`config.mk`:
```
export PLATFORM = sky130hd
export DESIGN_NAME = ad7606_frame_packer
export DESIGN_NICKNAME = d
export VERILOG_FILES = /design/src/rtl/ad7606_pkt_pkg.sv /design/src/rtl/ad7606_lane_packer.sv /design/src/rtl/ad7606_frame_packer.sv
export SDC_FILE = /design/constraint.sdc
export NUM_CORES = 1
export LEC_CHECK = 0
export ABC_AREA = 1
export CORE_UTILIZATION = 25
export CTS_BUF_LIST = sky130_fd_sc_hd__clkbuf_8
export DETAILED_ROUTE_END_ITERATION = 10
export PLACE_DENSITY_LB_ADDON = 0.2
export SLEW_MARGIN = 20
export SYNTH_ARGS = -nofsm -noshare
export SYNTH_HDL_FRONTEND = slang
export SYNTH_SLANG_ARGS = --single-unit
```
`constraint.sdc`:
```
create_clock -name clk_i -period 2.58 [get_ports clk_i]
set_clock_uncertainty 0.1 [all_clocks]
set_input_delay 0.645 -clock clk_i [delete_from_list [all_inputs] [get_ports clk_i]]
set_output_delay 0.645 -clock clk_i [all_outputs]
set_load 0.005 [all_outputs]
```
`src/rtl/ad7606_pkt_pkg.sv`:
```
// Shared constants, header layout and FSM encoding for the AD7606 frame packer.
package ad7606_pkt_pkg;

  localparam int unsigned LANE_W = 16;
  localparam int unsigned WORD_W = 128;
  localparam int unsigned MAX_CH = 8;
  localparam logic [15:0] MAGIC_DEF = 16'hA5A5;

  // Header field LSB positions inside the 128-bit word (MSB first on the wire)
  localparam int unsigned HDR_MAGIC_LSB = 112;
  localparam int unsigned HDR_FRAME_LSB = 96;
  localparam int unsigned HDR_CHNUM_LSB = 88;
  localparam int unsigned HDR_DECIM_LSB = 64;
  localparam int unsigned HDR_IDX_LSB   = 32;

  typedef enum logic [1:0] {
    ST_IDLE   = 2'd0,
    ST_HEADER = 2'd1,
    ST_DATA   = 2'd2,
    ST_FLUSH  = 2'd3
  } state_e;

  function automatic logic [WORD_W-1:0] build_header(
    input logic [15:0] magic,
    input logic [15:0] frame,
    input logic [7:0]  ch_num,
    input logic [15:0] decim,
    input logic [31:0] idx
  );
    logic [WORD_W-1:0] h;
    h = '0;
    h[HDR_MAGIC_LSB +: 16] = magic;
    h[HDR_FRAME_LSB +: 16] = frame;
    h[HDR_CHNUM_LSB +: 8]  = ch_num;
    h[HDR_DECIM_LSB +: 16] = decim;
    h[HDR_IDX_LSB   +: 32] = idx;
    return h;
  endfunction

endpackage

```
`src/rtl/ad7606_lane_packer.sv`:
```
// Accumulates CH_NUM-lane samples into 128-bit words, oldest sample in the low lanes.
module ad7606_lane_packer
  import ad7606_pkt_pkg::*;
#(
  parameter int unsigned CH_NUM = 8
) (
  input  logic                      clk_i,
  input  logic                      reset_i,
  input  logic                      clear_i,
  input  logic                      push_i,
  input  logic                      flush_i,
  input  logic [CH_NUM*LANE_W-1:0]  sample_i,
  output logic                      word_rdy_c,
  output logic [WORD_W-1:0]         word_c
);

  localparam int unsigned SW  = CH_NUM * LANE_W;
  localparam int unsigned SPW = WORD_W / SW;

  logic [WORD_W-1:0] acc_q, acc_d, merged_c;
  logic [2:0]        fill_q, fill_d;

  always_comb begin
    merged_c = acc_q;
    for (int unsigned s = 0; s < SPW; s++) begin
      if (fill_q == 3'(s)) merged_c[s*SW +: SW] = sample_i;
    end

    acc_d      = acc_q;
    fill_d     = fill_q;
    word_rdy_c = 1'b0;
    word_c     = acc_q;
    if (clear_i) begin
      acc_d  = '0;
      fill_d = '0;
    end else if (push_i) begin
      if (fill_q == 3'(SPW - 1)) begin
        word_rdy_c = 1'b1;
        word_c     = merged_c;
        acc_d      = '0;
        fill_d     = '0;
      end else begin
        acc_d  = merged_c;
        fill_d = fill_q + 3'd1;
      end
    end else if (flush_i) begin
      // Unfilled upper lanes are already zero in the accumulator
      word_rdy_c = (fill_q != 3'd0);
      acc_d      = '0;
      fill_d     = '0;
    end
  end

  always_ff @(posedge clk_i) begin
    if (reset_i) begin
      acc_q  <= '0;
      fill_q <= '0;
    end else begin
      acc_q  <= acc_d;
      fill_q <= fill_d;
    end
  end

endmodule

```
`src/rtl/ad7606_frame_packer.sv`:
```
// Packs AD7606 channel samples into framed 128-bit FDMA write words with a header per frame.
module ad7606_frame_packer
  import ad7606_pkt_pkg::*;
#(
  parameter int unsigned CH_NUM      = 8,
  parameter int unsigned FRAME_WORDS = 256,
  parameter logic [15:0] MAGIC       = MAGIC_DEF
) (
  input  logic                 clk_i,
  input  logic                 reset_i,
  input  logic [LANE_W-1:0]    ad_ch1_i,
  input  logic [LANE_W-1:0]    ad_ch2_i,
  input  logic [LANE_W-1:0]    ad_ch3_i,
  input  logic [LANE_W-1:0]    ad_ch4_i,
  input  logic [LANE_W-1:0]    ad_ch5_i,
  input  logic [LANE_W-1:0]    ad_ch6_i,
  input  logic [LANE_W-1:0]    ad_ch7_i,
  input  logic [LANE_W-1:0]    ad_ch8_i,
  input  logic                 ad_data_valid_i,
  input  logic                 cap_start_i,
  input  logic                 cap_stop_i,
  input  logic [15:0]          decim_i,
  input  logic                 fifo_full_i,
  output logic                 wr_en_o,
  output logic [WORD_W-1:0]    wr_data_o,
  output logic                 busy_o,
  output logic [15:0]          frame_cnt_o,
  output logic [15:0]          drop_cnt_o
);

  localparam int unsigned SW    = CH_NUM * LANE_W;
  localparam int unsigned CNT_W = $clog2(FRAME_WORDS);

  state_e             state_q, state_d;
  logic [15:0]        frame_cnt_q, frame_cnt_d, drop_cnt_q, drop_cnt_d;
  logic [15:0]        dec_cnt_q, dec_cnt_d, decim_q, decim_d;
  logic [31:0]        sample_idx_q, sample_idx_d;
  logic [CNT_W-1:0]   data_cnt_q, data_cnt_d;
  logic               pend_valid_q, pend_valid_d;
  logic [SW-1:0]      pend_samp_q, pend_samp_d;
  logic               wr_en_q, wr_en_d, busy_q, busy_d;
  logic [WORD_W-1:0]  wr_data_q, wr_data_d;

  logic [LANE_W-1:0]  ch_c [MAX_CH];
  logic [SW-1:0]      samp_c, pk_samp_c;
  logic               eff_valid_c, pk_clear_c, pk_push_c, pk_flush_c, pk_rdy_c, emit_c;
  logic [WORD_W-1:0]  pk_word_c, emit_word_c;

  assign ch_c = '{ad_ch1_i, ad_ch2_i, ad_ch3_i, ad_ch4_i,
                  ad_ch5_i, ad_ch6_i, ad_ch7_i, ad_ch8_i};

  always_comb begin
    samp_c = '0;
    for (int unsigned i = 0; i < CH_NUM; i++) samp_c[i*LANE_W +: LANE_W] = ch_c[i];
  end

  // Packer control; a sample parked during HEADER/FLUSH takes the place of the live input
  always_comb begin
    pk_clear_c  = 1'b0;
    pk_push_c   = 1'b0;
    pk_flush_c  = 1'b0;
    pk_samp_c   = samp_c;
    eff_valid_c = 1'b0;
    case (state_q)
      ST_IDLE:  pk_clear_c = cap_start_i & ~cap_stop_i;
      ST_DATA: begin
        eff_valid_c = ad_data_valid_i | pend_valid_q;
        if (pend_valid_q) pk_samp_c = pend_samp_q;
        pk_push_c = eff_valid_c && (dec_cnt_q == 16'd0);
      end
      ST_FLUSH: pk_flush_c = 1'b1;
      default: ;
    endcase
  end

  ad7606_lane_packer #(.CH_NUM(CH_NUM)) u_lane_packer (
    .clk_i      (clk_i),
    .reset_i    (reset_i),
    .clear_i    (pk_clear_c),
    .push_i     (pk_push_c),
    .flush_i    (pk_flush_c),
    .sample_i   (pk_samp_c),
    .word_rdy_c (pk_rdy_c),
    .word_c     (pk_word_c)
  );

  always_comb begin
    state_d      = state_q;
    frame_cnt_d  = frame_cnt_q;
    drop_cnt_d   = drop_cnt_q;
    dec_cnt_d    = dec_cnt_q;
    decim_d      = decim_q;
    sample_idx_d = sample_idx_q;
    data_cnt_d   = data_cnt_q;
    pend_valid_d = pend_valid_q;
    pend_samp_d  = pend_samp_q;
    wr_en_d      = 1'b0;
    wr_data_d    = wr_data_q;
    emit_c       = 1'b0;
    emit_word_c  = pk_word_c;

    case (state_q)
      ST_IDLE: begin
        if (pk_clear_c) begin
          state_d      = ST_HEADER;
          frame_cnt_d  = '0;
          drop_cnt_d   = '0;
          dec_cnt_d    = '0;
          sample_idx_d = '0;
          data_cnt_d   = '0;
          pend_valid_d = 1'b0;
          decim_d      = decim_i;
        end
      end
      ST_HEADER: begin
        emit_c      = 1'b1;
        emit_word_c = build_header(MAGIC, frame_cnt_q, 8'(CH_NUM), decim_q, sample_idx_q);
        if (ad_data_valid_i) begin
          pend_valid_d = 1'b1;
          pend_samp_d  = samp_c;
        end
        state_d = cap_stop_i ? ST_FLUSH : ST_DATA;
      end
      ST_DATA: begin
        pend_valid_d = 1'b0;
        if (eff_valid_c) dec_cnt_d = (dec_cnt_q == decim_q) ? 16'd0 : dec_cnt_q + 16'd1;
        if (pk_push_c) sample_idx_d = sample_idx_q + 32'd1;
        if (pk_rdy_c) begin
          emit_c = 1'b1;
          if (data_cnt_q == CNT_W'(FRAME_WORDS - 2)) begin
            data_cnt_d = '0;
            if (!cap_stop_i) begin
              frame_cnt_d = frame_cnt_q + 16'd1;
              state_d     = ST_HEADER;
            end
          end else begin
            data_cnt_d = data_cnt_q + CNT_W'(1);
          end
        end
        if (cap_stop_i) state_d = ST_FLUSH;
      end
      ST_FLUSH: begin
        emit_c = pk_rdy_c;
        if (ad_data_valid_i) begin
          pend_valid_d = 1'b1;
          pend_samp_d  = samp_c;
        end
        state_d = ST_IDLE;
      end
      default: state_d = ST_IDLE;
    endcase

    // A word blocked by a full FIFO is dropped but still occupies its frame slot
    if (emit_c) begin
      if (fifo_full_i) begin
        if (drop_cnt_q != 16'hFFFF) drop_cnt_d = drop_cnt_q + 16'd1;
      end else begin
        wr_en_d   = 1'b1;
        wr_data_d = emit_word_c;
      end
    end
    busy_d = (state_d != ST_IDLE);
  end

  always_ff @(posedge clk_i) begin
    if (reset_i) begin
      state_q      <= ST_IDLE;
      frame_cnt_q  <= '0;
      drop_cnt_q   <= '0;
      dec_cnt_q    <= '0;
      decim_q      <= '0;
      sample_idx_q <= '0;
      data_cnt_q   <= '0;
      pend_valid_q <= 1'b0;
      pend_samp_q  <= '0;
      wr_en_q      <= 1'b0;
      wr_data_q    <= '0;
      busy_q       <= 1'b0;
    end else begin
      state_q      <= state_d;
      frame_cnt_q  <= frame_cnt_d;
      drop_cnt_q   <= drop_cnt_d;
      dec_cnt_q    <= dec_cnt_d;
      decim_q      <= decim_d;
      sample_idx_q <= sample_idx_d;
      data_cnt_q   <= data_cnt_d;
      pend_valid_q <= pend_valid_d;
      pend_samp_q  <= pend_samp_d;
      wr_en_q      <= wr_en_d;
      wr_data_q    <= wr_data_d;
      busy_q       <= busy_d;
    end
  end

  assign wr_en_o     = wr_en_q;
  assign wr_data_o   = wr_data_q;
  assign busy_o      = busy_q;
  assign frame_cnt_o = frame_cnt_q;
  assign drop_cnt_o  = drop_cnt_q;

endmodule
```
======== Word level (Yosys, flattened, before mapping) ========
Cells that the tools add are included.
word-level totals
  register bits after elaboration ......... 496
  bits in latches ......................... 0
  bits in writable memories ............... 0
  bits in read-only memories .............. 0
  input port bits ......................... 150
  output and inout bits ................... 162
  memories kept ........................... 0
operators by class
  add/subtract/negate cells ............... 6
  multipliers ............................. 0
  div/mod/pow operators ................... 0
  magnitude comparators ................... 0
  eq/ne operators ......................... 13
  shift operators ......................... 0
  mux-type cells .......................... 53
  bitwise gates (word level) .............. 5
  reductions and logical operators ........ 19
operator list
  kind                   count
  $mux 128               10
  $mux 16                11
  $mux 32                2
  $pmux 16 s2            2
  $pmux 32 s2            1
  $add 16x1->16 const B  3
  $add 32x1->32 const B  1
  $mux 8                 3
  $eq 16x16->1           1
  $logic_not 16->1       1
  $ne 16x16->1 const B   1
  $pmux 8 s2             1
  $mux 1                 13
  $ne 2x2->1 const B     6
  $mux 3                 3
  $reduce_and 3->1       3
  $add 8x1->8 const B    1
  $eq 8x8->1 const B     1
  $mux 2                 4
  $pmux 2 s4             1
  $reduce_and 2->1       4
  $pmux 1 s3             2
  $reduce_bool 2->1      3
  $reduce_or 2->1        3
  12 further kinds       15

======== Logic depth before layout (Yosys ltp) ========
  depth after elaboration ................. 9
  depth in mapped cells ................... 16
  mapped depth without buffers ............ 14

======== Modules after synthesis ========
A second synthesis with hierarchy kept.
unflattened totals
  cells, all modules ...................... 3172
  area, all modules ....................... 23399.9 um2
modules (own cells, without submodules)
  module               times used  cells an instance  area an instance (um2)
  ad7606_frame_packer  1           2316               16862.4
  ad7606_lane_packer   1           856                6537.5

======== Worst setup path after synthesis ========
OpenSTA, ideal clock, no wires.
  path type ............................... input to register
  start point ............................. input port ad_data_valid_i
  end point ............................... register wr_data_q[10] (netlist: wr_data_o[10])
  library setup time ...................... 0.069 ns
  data arrival time ....................... 1.867 ns
  slack ................................... 0.544 ns
  stages .................................. 9
  buffers on the path ..................... 2
  cells stage by stage .................... nor2_1 nor2_4 nand4_4 nand3_2 nand3_2 buf_6 clkbuf_1 nand3_1 o21ai_1
on the way
  longest elaborated chain between the ends .. 8
ends and longest elaborated chain
  element                            line                        source
  start: declaration                 ad7606_frame_packer.sv:19   input logic ad_data_valid_i,
  $or 1x1->1 (*)                     ad7606_frame_packer.sv:67   eff_valid_c = ad_data_valid_i | pend_valid_q;
  $logic_and 1x1->1 (*)              ad7606_frame_packer.sv:69   pk_push_c = eff_valid_c && (dec_cnt_q == 16'd0);
  $mux 1 (*)                         ad7606_frame_packer.sv:64   case (state_q)
  $mux 1                             ad7606_lane_packer.sv:36    end else if (push_i) begin
  $mux 1                             ad7606_lane_packer.sv:33    if (clear_i) begin
  $mux 1                             ad7606_frame_packer.sv:128  if (pk_rdy_c) begin
  $pmux 1 s3                         ad7606_frame_packer.sv:102  case (state_q)
  $reduce_and 2->1 (no source line)  n/a
  end signal: assignment             ad7606_frame_packer.sv:190  wr_data_q <= wr_data_d;
  end: declaration                   ad7606_frame_packer.sv:42   logic [WORD_W-1:0] wr_data_q, wr_data_d;
Mark *: on every way between the ends. The rest lies on a longest branch, timed or not.
A chain may end at the register's enable or synchronous reset.

======== Worst setup path after layout ========
  start point ............................. register frame_cnt_q[8] (netlist: frame_cnt_o[8])
  end point ............................... output port frame_cnt_o[8]
RTL lines
  element                   line                        source
  start: declaration        ad7606_frame_packer.sv:35   logic [15:0] frame_cnt_q, frame_cnt_d, drop_cnt_q, drop_cnt_d;
  start signal: assignment  ad7606_frame_packer.sv:181  frame_cnt_q <= frame_cnt_d;
  end: declaration          ad7606_frame_packer.sv:27   output logic [15:0] frame_cnt_o,
No word-level cell between the ends.

==> metrics <==
Net Sw Frac=0.287; fraction of layout cells with a size suffix above 1=0.0885; Starting Density=0.252; dominant synthesized flop cell=dfxtp_1; sequential area share after synthesis=0.423; die area=95200 sq um; Hold Vio Cnt, Final=0; hold crit path type=in2reg; synthesized cell area=23500 sq um; Syn Area/Cell=6.41 sq um; DRT Wirelength=81500 um; clock latency on the worst-skew pair=710 ps; hold endpoint=state_q[0]$_SDFF_PP0_; Chip Height=about 310 um; Worst EP required=1840 ps; CP Capture Type=output port; Worst-Margin Slew=576 ps; Internal Pwr Total=13.3 mW; Final GP Congestion=around 0.86; HPWL Detailed=57700 um; Mapped Nets=3824; Die Width=309 um; max incr delay on CP=560 ps; YS warnings=0; reg-to-reg slack, setup=330 ps; Slowest cell on crit path=clkdlybuf4s50_1; Iter 0 DRT Violations=~1.5k; Critical R2R Launch=dec_cnt_q[0]$_SDFFE_PP0P_; IO Pins=between 300 and 400; overall routing resource usage=0.169; vias in the first global route=22.0k; grt ovf=0; Seq pwr share=0.437; FF-to-FF End=wr_data_o[78]$_SDFFE_PP0P_; vias per inst=roughly 4.3; Finished Cell Area=31000 sq um; kind of critical path=reg2out; vias=23.2k; CTS Buf Count=96; number of synthesized flops with an enable pin=0; worst rel slew slack=0.615; placed cell area=29100 sq um; RSZ-0062 raised after global routing=no; Synth top area share=0.423; Layout area overhead=32.0%; drc violations=0; Max Root-Sink Buffers=3; hold_sp=reset_i; FMAX=401 MHz; setup_tns=0 ps; Final nets=4197; Sink Count=496; crit path time final=2490 ps; max-slew violation count=0; maximum number of pins on one net before global-route repair=83; synth unique cells=39; combinational share of power=0.153; Worst EP arrival=~1800 ps; H-tree depth=3; cell family with most CP delay=buffers and inverters; CTS tree=built; number of buffers added on ports=311; crit path max fanout=6; Row Count=between 100 and 150; DRT antenna net count=0; Max-Cap Viols=0; leakage=12.8 nW; Hold-fix buffers, CTS=0; FF+latch count, synth=between 400 and 500; CTS clock-pin slew for the worst setup and hold paths=60 ps; final period utilization=0.966; worst vdd ir=0.331 mV; CP Buf/Inv Count=1; area of the core=93200 sq um; R2R depth=14; P per Cell Area=603 nW/um^2; Synth area leader=dfxtp_1; drt pass-1 iters=8; synthesized instance count=3665; ys async rst share=0; antenna violations before repair=9; worst setup path start=frame_cnt_o[8]$_SDFFE_PP0P_; first-pass GRT wire length=between 100000 and 150000 um; top cells by area, synth=dfxtp_1 42%, nand2_1 17%, nor2_1 8.3%, o21ai_0 6.8%, inv_1 6.8%; Clock Power Share=0.410; clock root buffer=clkbuf_8; P_sw=approximately 5.4 mW; Critical Path Source Type=register; outcome=finished clean; Hold Path Depth=2; Finish-stage setup viols=0; crit-path cells=clkdlybuf4s50_1; post-DR wirelength/cell=~15 um
==> metal layers <==
| layer | GRT usage | part of all wire | vias to the layer above |
|---|---|---|---|
| li1 | - | - | 12100 |
| met1 | 0.231 | 0.49 | 10500 |
| met2 | 0.269 | 0.44 | 452 |
| met3 | 0.0283 | 0.048 | 125 |
| met4 | 0.0539 | 0.022 | 8 |
| met5 | 0 | 0.00066 | - |
==> state kept, by name, summed over array words and instances, names as in the netlist <==
register,count
sample_idx_q,32
pend_samp_q,128
frame_cnt_o,16
u_lane_packer.acc_q,128
wr_en_o,1
drop_cnt_o,16
wr_data_o,128
data_cnt_q,8
u_lane_packer.fill_q,3
dec_cnt_q,16
pend_valid_q,1
decim_q,16
busy_o,1
state_q,2
==> cell families after synthesis <==
group | after synthesis | synth area share
mux | 7 | 0.00298
simple gates | 1847 | 0.314
buf+inv | 664 | 0.111
fa+ha+maj | 9 | 0.00479
xor+xnor | 43 | 0.0160
compound gates | 599 | 0.129
flops | 496 | 0.423
==> layout by cell type (no fill, tap or decap), types with 5 or more instances in the layout <==
cell	instances
buf_4	133
clkdlybuf4s50_1	310
inv_2	27
ha_1	9
o21ai_1	34
nand2_1	1078
dfxtp_1	491
nand3_1	145
nor2_1	519
clkbuf_8	116
nand4_1	48
dfxtp_2	5
xnor2_1	23
a21oi_1	235
mux2i_1	7
inv_1	456
clkinv_2	9
buf_12	43
nor2_2	5
xor2_1	20
nor3_1	31
o21ai_0	318
or2_2	5
==> through the flow <==
| step | utilization | setup slack, ps | power [mW] | hold slack (ps) | instances |
|---|---|---|---|---|---|
| 2_1_floorplan | - | 544 | 9.71 | 308 | 3665 |
| 3_3_place_gp | 0.313 | -331 | 11.2 | 314 | 5191 |
| 3_5_place_dp | 0.313 | -307 | 11.2 | 317 | 5191 |
| 4_1_cts | 0.332 | 4.86 | 19.1 | 227 | 5354 |
| 5_1_grt | 0.333 | 0.498 | 19.7 | 332 | 5359 |
| 6_report | 0.333 | 87.2 | 18.7 | 312 | 5360 |
==> area by class of cell <==
cell class,instances,area [sq um]
diodes,3,7.51
clock buffers,116,1600
clock inverters,47,229
fillers,10200,62200
inverters,452,1710
multi-input cells,2505,11000
flip-flops and latches,496,9940
well taps,1254,1570
repair buffers,487,4970
==> synth_stat cells (all sizes together), types with 3 or more instances <==
master and n:
a21o 3, a21oi 236, buf 95, clkbuf 117
dfxtp 496, ha 9, inv 451, mux2i 7
nand2 1083, nand3 147, nand4 50, nor2 527
nor3 31, o21ai 352, or2 5, xnor2 23
xor2 20
==> worst max path at each step <==
stage                                             to  cells past startpoint
after floorplan           wr_data_o[10]$_SDFFE_PP0P_                      9
after global routing                  frame_cnt_o[5]                      1
after global placement    wr_data_o[67]$_SDFFE_PP0P_                     14
after detailed placement  wr_data_o[78]$_SDFFE_PP0P_                     14
after CTS                             frame_cnt_o[2]                      1
final                                 frame_cnt_o[8]                      1
==> what timing repair did <==
action,CTS,global route
cloned,0,0
setup buffers,0,3
resized for setup,4,2
setup endpoints to repair,4,6
==> power by group through the flow <==
stage	logic [mW]	registers (mW)	clock network [mW]
after global routing	3.20	8.20	8.33
after detailed placement	2.90	8.34	0
final	2.87	8.17	7.66
after CTS	2.91	8.18	7.97
after floorplan	1.43	8.28	0
after global placement	2.89	8.34	0
Power figures use the tool's default switching activity.
